File: src/rtl/accum_ctrl_pkg.sv
// Shared definitions for the partial-sum accumulator sequencer.
//   state_e      : controller state encoding
//   *_DEF        : default geometry used by the layer top
//   TAG_*        : bit positions inside the delay-line tag {valid, j, first, last}
package accum_ctrl_pkg;

  typedef enum logic [1:0] {
    ST_IDLE  = 2'd0,
    ST_RUN   = 2'd1,
    ST_DRAIN = 2'd2,
    ST_DONE  = 2'd3
  } state_e;

  localparam int LWIDTH_DEF  = 10;
  localparam int WAWIDTH_DEF = 20;
  localparam int LAT_DEF     = 3;

  // Low end of the tag; j sits between these and the valid bit on top.
  localparam int TAG_LAST  = 0;
  localparam int TAG_FIRST = 1;
  localparam int TAG_J_LSB = 2;

endpackage

File: src/rtl/accum_ctrl_if.sv
// Bundle between the layer-level control FSM and the accumulator sequencer.
//   master : layer control (drives start/in_len/out_len, observes the rest)
//   slave  : accum_ctrl (drives handshake status, addresses and strobes)
interface accum_ctrl_if #(
  parameter int LWIDTH  = 10,
  parameter int WAWIDTH = 20
);
  logic               start;
  logic [LWIDTH-1:0]  in_len;
  logic [LWIDTH-1:0]  out_len;
  logic               busy;
  logic               done;
  logic [WAWIDTH-1:0] w_addr;
  logic [LWIDTH-1:0]  x_addr;
  logic               issue;
  logic [LWIDTH-1:0]  buf_raddr;
  logic               buf_re;
  logic [LWIDTH-1:0]  buf_waddr;
  logic               buf_we;
  logic               acc_first;
  logic               acc_we;

  modport master (
    output start, in_len, out_len,
    input  busy, done, w_addr, x_addr, issue,
    input  buf_raddr, buf_re, buf_waddr, buf_we, acc_first, acc_we
  );

  modport slave (
    input  start, in_len, out_len,
    output busy, done, w_addr, x_addr, issue,
    output buf_raddr, buf_re, buf_waddr, buf_we, acc_first, acc_we
  );
endinterface

File: src/rtl/accum_ctrl_delay.sv
// Tag delay line that aligns issue-time information with the datapath.
//   clk, reset : clock, synchronous active-high reset (clears every stage)
//   din        : tag entering at issue time
//   rd_tag     : top RW bits of the tag, delayed DEPTH-1 cycles (read slot)
//   wr_tag     : full tag, delayed DEPTH cycles (write-back slot)
module accum_ctrl_delay #(
  parameter int W     = 13,
  parameter int DEPTH = 3,
  parameter int RW    = 11
) (
  input  logic          clk,
  input  logic          reset,
  input  logic [W-1:0]  din,
  output logic [RW-1:0] rd_tag,
  output logic [W-1:0]  wr_tag
);

  logic [W-1:0] stage_q [DEPTH];
  logic [W-1:0] stage_d [DEPTH];

  always_comb begin
    stage_d[0] = din;
    for (int k = 1; k < DEPTH; k++) begin
      stage_d[k] = stage_q[k-1];
    end
  end

  always_ff @(posedge clk) begin
    if (reset) begin
      for (int k = 0; k < DEPTH; k++) begin
        stage_q[k] <= '0;
      end
    end else begin
      for (int k = 0; k < DEPTH; k++) begin
        stage_q[k] <= stage_d[k];
      end
    end
  end

  // stage_q[k] holds the tag issued k+1 cycles ago.
  assign rd_tag = stage_q[DEPTH-2][W-1 -: RW];
  assign wr_tag = stage_q[DEPTH-1];

endmodule

File: src/rtl/accum_ctrl.sv
// Partial-sum accumulator sequencer for the fully-connected layer.
// Walks i (outer, 0..in_len-1) x j (inner, 0..out_len-1), issuing weight and
// input addresses, then replays each issue LAT-1 cycles later as a buffer read
// and LAT cycles later as a write-back with the accumulator strobes.
//   clk, reset : clock, synchronous active-high reset
//   bus        : accum_ctrl_if.slave (start/len in; busy/done, addresses, strobes out)
// LAT must lie in 2..8.
//
// state    | meaning
// ST_IDLE  | waiting for start, lengths latched on acceptance
// ST_RUN   | issuing (i,j) pairs, one per cycle (every other cycle if out_len==1)
// ST_DRAIN | last issue sent, waiting LAT cycles for its write-back
// ST_DONE  | one-cycle done pulse
module accum_ctrl
  import accum_ctrl_pkg::*;
#(
  parameter int LWIDTH  = LWIDTH_DEF,
  parameter int WAWIDTH = WAWIDTH_DEF,
  parameter int LAT     = LAT_DEF
) (
  input  logic         clk,
  input  logic         reset,
  accum_ctrl_if.slave  bus
);

  localparam int TW = LWIDTH + 3;
  localparam int RW = LWIDTH + 1;

  state_e             state_q, state_d;
  logic [LWIDTH-1:0]  in_len_q, in_len_d;
  logic [LWIDTH-1:0]  out_len_q, out_len_d;
  logic [LWIDTH-1:0]  i_q, i_d;
  logic [LWIDTH-1:0]  j_q, j_d;
  logic [WAWIDTH-1:0] w_addr_q, w_addr_d;
  logic               bubble_q, bubble_d;
  logic [3:0]         drain_q, drain_d;

  logic               issue;
  logic               last_i;
  logic               last_j;
  logic               zero_len;
  logic [TW-1:0]      tag_in;
  logic [RW-1:0]      rd_tag;
  logic [TW-1:0]      wr_tag;

  // Out_len==1 would read j=0 again before its write-back lands, so a bubble
  // follows every issue in that case.
  assign issue    = (state_q == ST_RUN) && !bubble_q;
  assign last_i   = (i_q == in_len_q - LWIDTH'(1));
  assign last_j   = (j_q == out_len_q - LWIDTH'(1));
  assign zero_len = (bus.in_len == '0) || (bus.out_len == '0);

  // State register
  always_ff @(posedge clk) begin
    if (reset) begin
      state_q <= ST_IDLE;
    end else begin
      state_q <= state_d;
    end
  end

  // Next-state logic
  always_comb begin
    state_d = state_q;
    case (state_q)
      ST_IDLE: begin
        if (bus.start) begin
          state_d = zero_len ? ST_DONE : ST_RUN;
        end
      end
      ST_RUN: begin
        if (issue && last_i && last_j) begin
          state_d = ST_DRAIN;
        end
      end
      ST_DRAIN: begin
        if (drain_q == '0) begin
          state_d = ST_DONE;
        end
      end
      ST_DONE: begin
        state_d = ST_IDLE;
      end
      default: begin
        state_d = ST_IDLE;
      end
    endcase
  end

  // Loop counters, latched lengths and drain timer
  always_comb begin
    in_len_d  = in_len_q;
    out_len_d = out_len_q;
    i_d       = i_q;
    j_d       = j_q;
    w_addr_d  = w_addr_q;
    bubble_d  = 1'b0;
    drain_d   = drain_q;
    case (state_q)
      ST_IDLE: begin
        if (bus.start) begin
          in_len_d  = bus.in_len;
          out_len_d = bus.out_len;
          i_d       = '0;
          j_d       = '0;
          w_addr_d  = '0;
        end
      end
      ST_RUN: begin
        // Loaded so the first DRAIN cycle sees LAT-1 and the write-back of the
        // final issue lands on the last DRAIN cycle.
        drain_d  = 4'(LAT - 1);
        bubble_d = issue && (out_len_q == LWIDTH'(1));
        if (issue) begin
          w_addr_d = w_addr_q + WAWIDTH'(1);
          if (last_j) begin
            j_d = '0;
            if (!last_i) begin
              i_d = i_q + LWIDTH'(1);
            end
          end else begin
            j_d = j_q + LWIDTH'(1);
          end
        end
      end
      ST_DRAIN: begin
        if (drain_q != '0) begin
          drain_d = drain_q - 4'd1;
        end
      end
      ST_DONE: begin
        i_d      = '0;
        j_d      = '0;
        w_addr_d = '0;
      end
      default: begin
        drain_d = '0;
      end
    endcase
  end

  always_ff @(posedge clk) begin
    if (reset) begin
      in_len_q  <= '0;
      out_len_q <= '0;
      i_q       <= '0;
      j_q       <= '0;
      w_addr_q  <= '0;
      bubble_q  <= 1'b0;
      drain_q   <= '0;
    end else begin
      in_len_q  <= in_len_d;
      out_len_q <= out_len_d;
      i_q       <= i_d;
      j_q       <= j_d;
      w_addr_q  <= w_addr_d;
      bubble_q  <= bubble_d;
      drain_q   <= drain_d;
    end
  end

  // Idle slots carry an all-zero tag so delayed addresses rest at 0.
  assign tag_in = issue ? {1'b1, j_q, (i_q == '0), last_i} : '0;

  accum_ctrl_delay #(
    .W     (TW),
    .DEPTH (LAT),
    .RW    (RW)
  ) u_delay (
    .clk    (clk),
    .reset  (reset),
    .din    (tag_in),
    .rd_tag (rd_tag),
    .wr_tag (wr_tag)
  );

  // Output logic
  always_comb begin
    bus.busy      = (state_q != ST_IDLE);
    bus.done      = (state_q == ST_DONE);
    bus.issue     = issue;
    bus.w_addr    = w_addr_q;
    bus.x_addr    = i_q;
    bus.buf_re    = rd_tag[RW-1];
    bus.buf_raddr = rd_tag[RW-2:0];
    bus.buf_we    = wr_tag[TW-1];
    bus.buf_waddr = wr_tag[TW-2:TAG_J_LSB];
    bus.acc_first = wr_tag[TW-1] & wr_tag[TAG_FIRST];
    bus.acc_we    = wr_tag[TW-1] & wr_tag[TAG_LAST];
  end

endmodule

File: src/flat_wrapper.sv
// flat-port wrapper written by rule: the top's interface ports become plain ports
module accum_ctrl_flat import accum_ctrl_pkg::*;
#(
  parameter int LWIDTH  = LWIDTH_DEF,
  parameter int WAWIDTH = WAWIDTH_DEF,
  parameter int LAT     = LAT_DEF
)
  (clk, reset, bus_start, bus_in_len, bus_out_len, bus_busy, bus_done, bus_w_addr, bus_x_addr, bus_issue, bus_buf_raddr, bus_buf_re, bus_buf_waddr, bus_buf_we, bus_acc_first, bus_acc_we);
  accum_ctrl_if #(.LWIDTH(LWIDTH), .WAWIDTH(WAWIDTH)) bus_i ();
  input  logic clk;
  input  logic reset;
  input wire logic [$bits(bus_i.start)-1:0] bus_start;
  input wire logic [$bits(bus_i.in_len)-1:0] bus_in_len;
  input wire logic [$bits(bus_i.out_len)-1:0] bus_out_len;
  output wire logic [$bits(bus_i.busy)-1:0] bus_busy;
  output wire logic [$bits(bus_i.done)-1:0] bus_done;
  output wire logic [$bits(bus_i.w_addr)-1:0] bus_w_addr;
  output wire logic [$bits(bus_i.x_addr)-1:0] bus_x_addr;
  output wire logic [$bits(bus_i.issue)-1:0] bus_issue;
  output wire logic [$bits(bus_i.buf_raddr)-1:0] bus_buf_raddr;
  output wire logic [$bits(bus_i.buf_re)-1:0] bus_buf_re;
  output wire logic [$bits(bus_i.buf_waddr)-1:0] bus_buf_waddr;
  output wire logic [$bits(bus_i.buf_we)-1:0] bus_buf_we;
  output wire logic [$bits(bus_i.acc_first)-1:0] bus_acc_first;
  output wire logic [$bits(bus_i.acc_we)-1:0] bus_acc_we;
  assign bus_i.start = bus_start;
  assign bus_i.in_len = bus_in_len;
  assign bus_i.out_len = bus_out_len;
  assign bus_busy = bus_i.busy;
  assign bus_done = bus_i.done;
  assign bus_w_addr = bus_i.w_addr;
  assign bus_x_addr = bus_i.x_addr;
  assign bus_issue = bus_i.issue;
  assign bus_buf_raddr = bus_i.buf_raddr;
  assign bus_buf_re = bus_i.buf_re;
  assign bus_buf_waddr = bus_i.buf_waddr;
  assign bus_buf_we = bus_i.buf_we;
  assign bus_acc_first = bus_i.acc_first;
  assign bus_acc_we = bus_i.acc_we;
  accum_ctrl #(.LWIDTH(LWIDTH), .WAWIDTH(WAWIDTH), .LAT(LAT)) u_core (.clk(clk), .reset(reset), .bus(bus_i));
endmodule
File: config.mk
export PLATFORM = sky130hd
export DESIGN_NAME = accum_ctrl_flat
export DESIGN_NICKNAME = d
export VERILOG_FILES = /design/src/rtl/accum_ctrl_pkg.sv /design/src/rtl/accum_ctrl_if.sv /design/src/rtl/accum_ctrl_delay.sv /design/src/rtl/accum_ctrl.sv /design/src/flat_wrapper.sv
export SDC_FILE = /design/constraint.sdc
export NUM_CORES = 1
export LEC_CHECK = 0
export CORE_AREA = 4 4 110 112
export DETAILED_ROUTE_END_ITERATION = 7
export DIE_AREA = 0 0 114 116
export GPL_TIMING_DRIVEN = 0
export PLACE_DENSITY = 0.68
export SLEW_MARGIN = 5
export SYNTH_ARGS = -nofsm -noshare
export SYNTH_HDL_FRONTEND = slang
export SYNTH_SLANG_ARGS = --single-unit
File: constraint.sdc
create_clock -name clk -period 4.85 [get_ports clk]
set_input_delay 0.485 -clock clk [delete_from_list [all_inputs] [get_ports clk]]
set_output_delay 0.485 -clock clk [all_outputs]
set_load 0.01 [all_outputs]
Word-level counts from Yosys, hierarchy flattened
Memories as Yosys holds them, arrays and structs flattened.
Cells that the tools add are included.
{"block": "word_totals", "ff_bits": 67, "latch_bits": 0, "ram_bits": 39, "rom_bits": 0, "wordCells": 80, "mem_count": 1}
{"name": "u_core.u_delay.stage_q", "words": 3, "word_bits": 13, "rd": 3, "rd_ports_with_merged_regs": 0, "wr": 3, "line_no": "accum_ctrl_delay.sv:18", "text": "logic [W-1:0] stage_q [DEPTH];"}
{"block": "op_classes", "addsub": 6, "multipliers": 0, "div_mod_pow": 0, "magnitude_cmp": 0, "n_eq_ne": 13, "shift": 0, "mux": 25, "n_bitwise": 6, "reduce_logical": 21}
{"operator": "two-way mux 10 bit", "count": 6}
{"operator": "one-hot mux 10 bit (3 select lines)", "count": 2}
{"operator": "one-hot mux 20 bit (3 select lines)", "count": 1}
{"operator": "two-way mux 13 bit", "count": 4}
{"operator": "two-way mux 20 bit", "count": 2}
{"operator": "logical NOT 10 bit", "count": 3}
{"operator": "adder 10 x 1 -> 10 bit, second input constant", "count": 2}
{"operator": "adder 20 x 1 -> 20 bit, second input constant", "count": 1}
{"operator": "== test 10 bit", "count": 2}
{"operator": "subtractor 10 x 1 -> 10 bit, second input constant", "count": 2}
{"operator": "== test 10 x 1 -> 1 bit, second input constant", "count": 1}
{"operator": "two-way mux 2 bit", "count": 4}
{"operator": "!= test 2 x 1 -> 1 bit, second input constant", "count": 4}
{"operator": "one-hot mux 2 bit (4 select lines)", "count": 1}
{"operator": "one-hot mux 4 bit (2 select lines)", "count": 1}
{"operator": "!= test 2 bit, second input constant", "count": 3}
{"operator": "AND reduction 3 bit", "count": 2}
{"operator": "AND reduction 5 bit", "count": 1}
{"operator": "== test 2 bit, second input constant", "count": 2}
{"operator": "logical AND 1 bit", "count": 4}
{"operator": "logical NOT 4 bit", "count": 1}
{"operator": "two-way mux 4 bit", "count": 1}
{"operator": "AND reduction 2 bit", "count": 2}
{"operator": "nonzero test 2 bit", "count": 2}
{"operator": "12 further kinds", "count": 17}

Longest topological paths before layout
{"block": "logic_depth", "word_depth": 6, "depth_mapped": 10, "ltp_nobuf": 9}

Modules after synthesis
From an unflattened synthesis, not the netlist that was laid out.
{"block": "hier_totals", "hier_cells": 612, "area_unflattened_um2": 5156.2}
{"mod": "accum_ctrl", "n_inst": 1, "cells_per_inst": 519, "area_per_inst_um2": 3998.8, "seq_area_each_um2": 1341.3}
{"mod": "accum_ctrl_delay", "n_inst": 1, "cells_per_inst": 93, "area_per_inst_um2": 1157.4, "seq_area_each_um2": 780.7}

Worst setup path after synthesis
Ideal clock, no wire load.
{"block": "synth_timing", "path_kind": "register to register", "start": "register u_core.out_len_q[0]", "end": "register u_core.i_q[7] (netlist: u_core.bus.x_addr[7])", "arrival_ns": 2.491, "setup_slack_ns": 2.299, "stages_incl_launch_ff": 9, "period_less_slack_ns": 2.551, "path_cell_list": "dfxtp_1 > or4_4 > nor3_2 > o2111ai_1 > a211o_1 > a2111o_1 > buf_6 > a2111o_1 > nand2_1"}
{"block": "synth_via", "elab_chain_len": 4}
{"element": "start, declared", "line_no": "accum_ctrl.sv:31", "text": "logic [LWIDTH-1:0] out_len_q, out_len_d;"}
{"element": "start signal, assigned", "line_no": "accum_ctrl.sv:153", "text": "out_len_q <= out_len_d;"}
{"element": "subtractor 10 x 1 -> 10 bit", "line_no": "accum_ctrl.sv:50", "text": "assign last_j = (j_q == out_len_q - LWIDTH'(1));"}
{"element": "== test 10 bit", "line_no": "accum_ctrl.sv:50"}
{"element": "!= test 2 x 1 -> 1 bit (no line)"}
{"element": "AND reduction 5 bit (no line)"}
{"element": "end signal, assigned", "line_no": "accum_ctrl.sv:154", "text": "i_q <= i_d;"}
{"element": "end, declared", "line_no": "accum_ctrl.sv:32", "text": "logic [LWIDTH-1:0] i_q, i_d;"}
Every way passes these cells.
A chain may end at the register's enable or synchronous reset.

Final worst setup path
{"block": "layout_timing", "start": "register u_core.out_len_q[0]", "end": "register u_core.i_q[8] (netlist: u_core.bus.x_addr[8])"}
Same word-level chain as after synthesis.

==> impl_metrics.env <==
export IMPL_yosys_area_top_type_share=0.428
export IMPL_coreArea_um2=11200
export IMPL_numCtsBuffers=9
export IMPL_worstHoldStart="u_core.u_delay.stage_q[0][2]"
export IMPL_drc=0
export IMPL_antenna_found_initial=0
export IMPL_diodes=0
export IMPL_drt_initial_drc_count=181
export IMPL_grt_setup_unrepaired="no"
export IMPL_cts_tree="built"
export IMPL_clkTransAtPathRegs_ns=0.08
export IMPL_vias_per_cell=5.12
export IMPL_syn_nets=614
export IMPL_grt_pass1_vias=3949
export IMPL_ioPinCount=80
export IMPL_setup_violations_final=0
export IMPL_ys_ff_latch=106
export IMPL_netlist_instances=577
export IMPL_post_place_ws_ns=1.91
export IMPL_period_minus_slack_ns=2.87
export IMPL_cts_hold_buf=0
export IMPL_fin_worst_skew_ns=0.00760
export IMPL_cts_root_buf="clkbuf_16"
export IMPL_dp_cells=799
export IMPL_required_ns=5.14
export IMPL_r2r_cells=9
export IMPL_maxSlewViolCount=0
export IMPL_path_cells="inv_1, ha_1, nand2b_1, a311o_1, a211o_1, a2111o_1, buf_6, a2111o_1, nand2_1"
export IMPL_grtUsageTotal=0.166
export IMPL_finalHoldViolations=0
export IMPL_vias=4175
export IMPL_synth_top_flop_cell="dfxtp_1"
export IMPL_cp_common_cell="a2111o_1"
export IMPL_powerDensity_nw_per_um2=401
export IMPL_synth_edff_count=0
export IMPL_die_area_um2=13200
export IMPL_final_core_util=0.556
export IMPL_wirelength_um=10800
export IMPL_worst_pin_slew_ns=0.713
export IMPL_yosys_top_cells_area="dfxtp_1 (43%), nand2_1 (5.5%), xnor2_1 (5.1%), xor2_1 (3.9%), a21oi_1 (3.7%)"
export IMPL_fillers=1046
export IMPL_final_setup_tns_ns=0
export IMPL_synth_avg_cell_area_um2=8.60
export IMPL_drive_gt1_frac=0.0685
export IMPL_post_synth_num_cell_types=56
export IMPL_p_leak_nw=2.34
export IMPL_multi_input_area_um2=2510
export IMPL_outcome="finished clean"
export IMPL_routedWlPerCell_um=13.2
export IMPL_drtAntennaViolNets=0
export IMPL_ff2ff_setup_slack_ns=1.98
export IMPL_cpPeakStageDelay_ns=0.48
export IMPL_place_area_um2=5930
export IMPL_seq_area_um2=2120
export IMPL_layout_setup_ws_ns=1.98
export IMPL_port_buffers=79
export IMPL_critical_path_class="register to register"
export IMPL_holdPathStages=1
export IMPL_clk_latency_ns=0.35
export IMPL_ir_drop_uv=299
export IMPL_min_to="u_core.u_delay.stage_q[0][15]"
export IMPL_grt_pass1_wl_um=18200
export IMPL_fmax_ghz=0.348
export IMPL_cts_buffer_depth=2
export IMPL_cts_resized=0
export IMPL_final_cells=815
export IMPL_die_x_um=114
export IMPL_die_h_um=116
export IMPL_arrival_ns=3.16
export IMPL_dr_pass1_iters=4
export IMPL_area_growth_pct=25.7
export IMPL_maxCapViolCount=0
export IMPL_grt_overflow=0
export IMPL_cp_slowest_cell="a2111o_1"
export IMPL_final_cell_mix="dfxtp_1 (106), clkdlybuf4s50_1 (79), nand2_1 (73), nor2_1 (49), a21oi_1 (37)"
export IMPL_cts_sinks=106
export IMPL_hold_path_class="register to register"
export IMPL_cts_setup_buffers=0
export IMPL_yosys_area_top_type="dfxtp_1"
export IMPL_path_depth=9
export IMPL_hpwl_um=8220
export IMPL_grt_max_degree=22
export IMPL_final_common_cell="dfxtp_1"
export IMPL_synth_async_reset_ratio=0
export IMPL_design_area_um2=6230
export IMPL_endpoint_kind="register"
export IMPL_nets=704
export IMPL_start_util=0.442
export IMPL_worst_path_buf_inv=2
export IMPL_cp_max_fo=10
export IMPL_finalWeightedCongestion=0.864
export IMPL_finalCritPeriodShare=0.592
export IMPL_ys_seq_area_frac=0.428
export IMPL_crit_family="compound AO/OA/AOI/OAI gates"
export IMPL_rows=39
export IMPL_r2r_start="u_core.out_len_q[0]"
export IMPL_cp_start_kind="register"
export IMPL_slew_headroom=0.522
export IMPL_r2r_end="u_core.bus.x_addr[8]"
export IMPL_htreeDepth=3
export IMPL_synth_warnings=0
export IMPL_syn_area_um2=4960
## cells by family after synthesis
kind of cell / count (synthesis) / share of synthesized area
AO/OA/AOI/OAI: 83 / 0.113
XOR/XNOR: 51 / 0.0901
adder cells (fa/ha/maj): 14 / 0.0353
buffers and inverters: 63 / 0.0658
flip-flops: 106 / 0.428
AND/OR/NAND/NOR: 260 / 0.268
## registers in the layout, indices dropped and copies added, names as in the netlist
name                    count
u_core.drain_q              4
u_core.state_q              2
u_core.u_delay.stage_q     39
u_core.in_len_q            10
u_core.j_q                 10
u_core.bubble_q             1
u_core.bus.w_addr          20
u_core.out_len_q           10
u_core.bus.x_addr          10
## layout make-up
type | count | area share
buffer | 46 | 0.0421
sequential | 106 | 0.340
inverter | 17 | 0.0102
multi-input combinational | 408 | 0.403
tap | 143 | 0.0287
clock inverter | 7 | 0.0128
clock buffer | 9 | 0.0361
timing repair buffer | 79 | 0.127
## how the worst max path moves through the flow
| stage | from | to | slack [ns] |
|---|---|---|---|
| 2_1_floorplan | u_core.out_len_q[0] | u_core.bus.x_addr[7] | 2.30 |
| 3_3_place_gp | bus_start | u_core.bus.w_addr[14] | 1.96 |
| 3_5_place_dp | bus_start | u_core.bus.w_addr[7] | 1.91 |
| 4_1_cts | u_core.out_len_q[0] | u_core.bus.x_addr[8] | 1.97 |
| 5_1_grt | u_core.state_q[0] | u_core.bus.w_addr[6] | 1.80 |
| 6_report | u_core.out_len_q[0] | u_core.bus.x_addr[8] | 1.98 |
## cells in the mapped netlist (all sizes together) (2+ instances only)
library cell    n
a211o           3
ha             14
nor4b           3
nor2b          29
xor2           22
a21oi          37
buf            23
or3             2
a21boi          2
nor2           49
a2111oi         2
dfxtp         106
nand3b          2
and2            9
nand4          13
o21ai           8
a2111o          7
o21a            2
or4b            2
nand2          73
inv            17
or4             2
nor4            9
xnor2          29
a31oi           4
and3           19
nand3          23
clkbuf         23
nand2b          6
nor3           14
o2111ai         4
## power breakdown
group | internal [W] | switching, W
registers | 0.000936 | 0.0000759
logic | 0.000306 | 0.000452
clock network | 0.000368 | 0.000363
## worst reg2reg max path, delay by kind of cell, from the launching register on
kind                     cells  cell delay [ns]
AO/OA/AOI/OAI                4             1.55
adder cells (fa/ha/maj)      1             0.28
flip-flops                   1             0.47
buffers and inverters        2             0.27
AND/OR/NAND/NOR              2             0.25
## layer usage
layer | track usage | share of wire | up-vias
met2 | 0.276 | 0.46 | 97
met3 | 0.0303 | 0.053 | 12
met4 | 0.0546 | 0.013 | 0
met1 | 0.220 | 0.47 | 1922
met5 | 0 | 0 | -
li1 | - | - | 2144
## stage by stage
step	power, W	hold slack, ns
6_report	0.00250	0.436
5_1_grt	0.00266	0.461
2_1_floorplan	0.00156	0.414
4_1_cts	0.00252	0.438
3_5_place_dp	0.00178	0.420
3_3_place_gp	0.00176	0.417
Power figures use the tool's default switching activity.
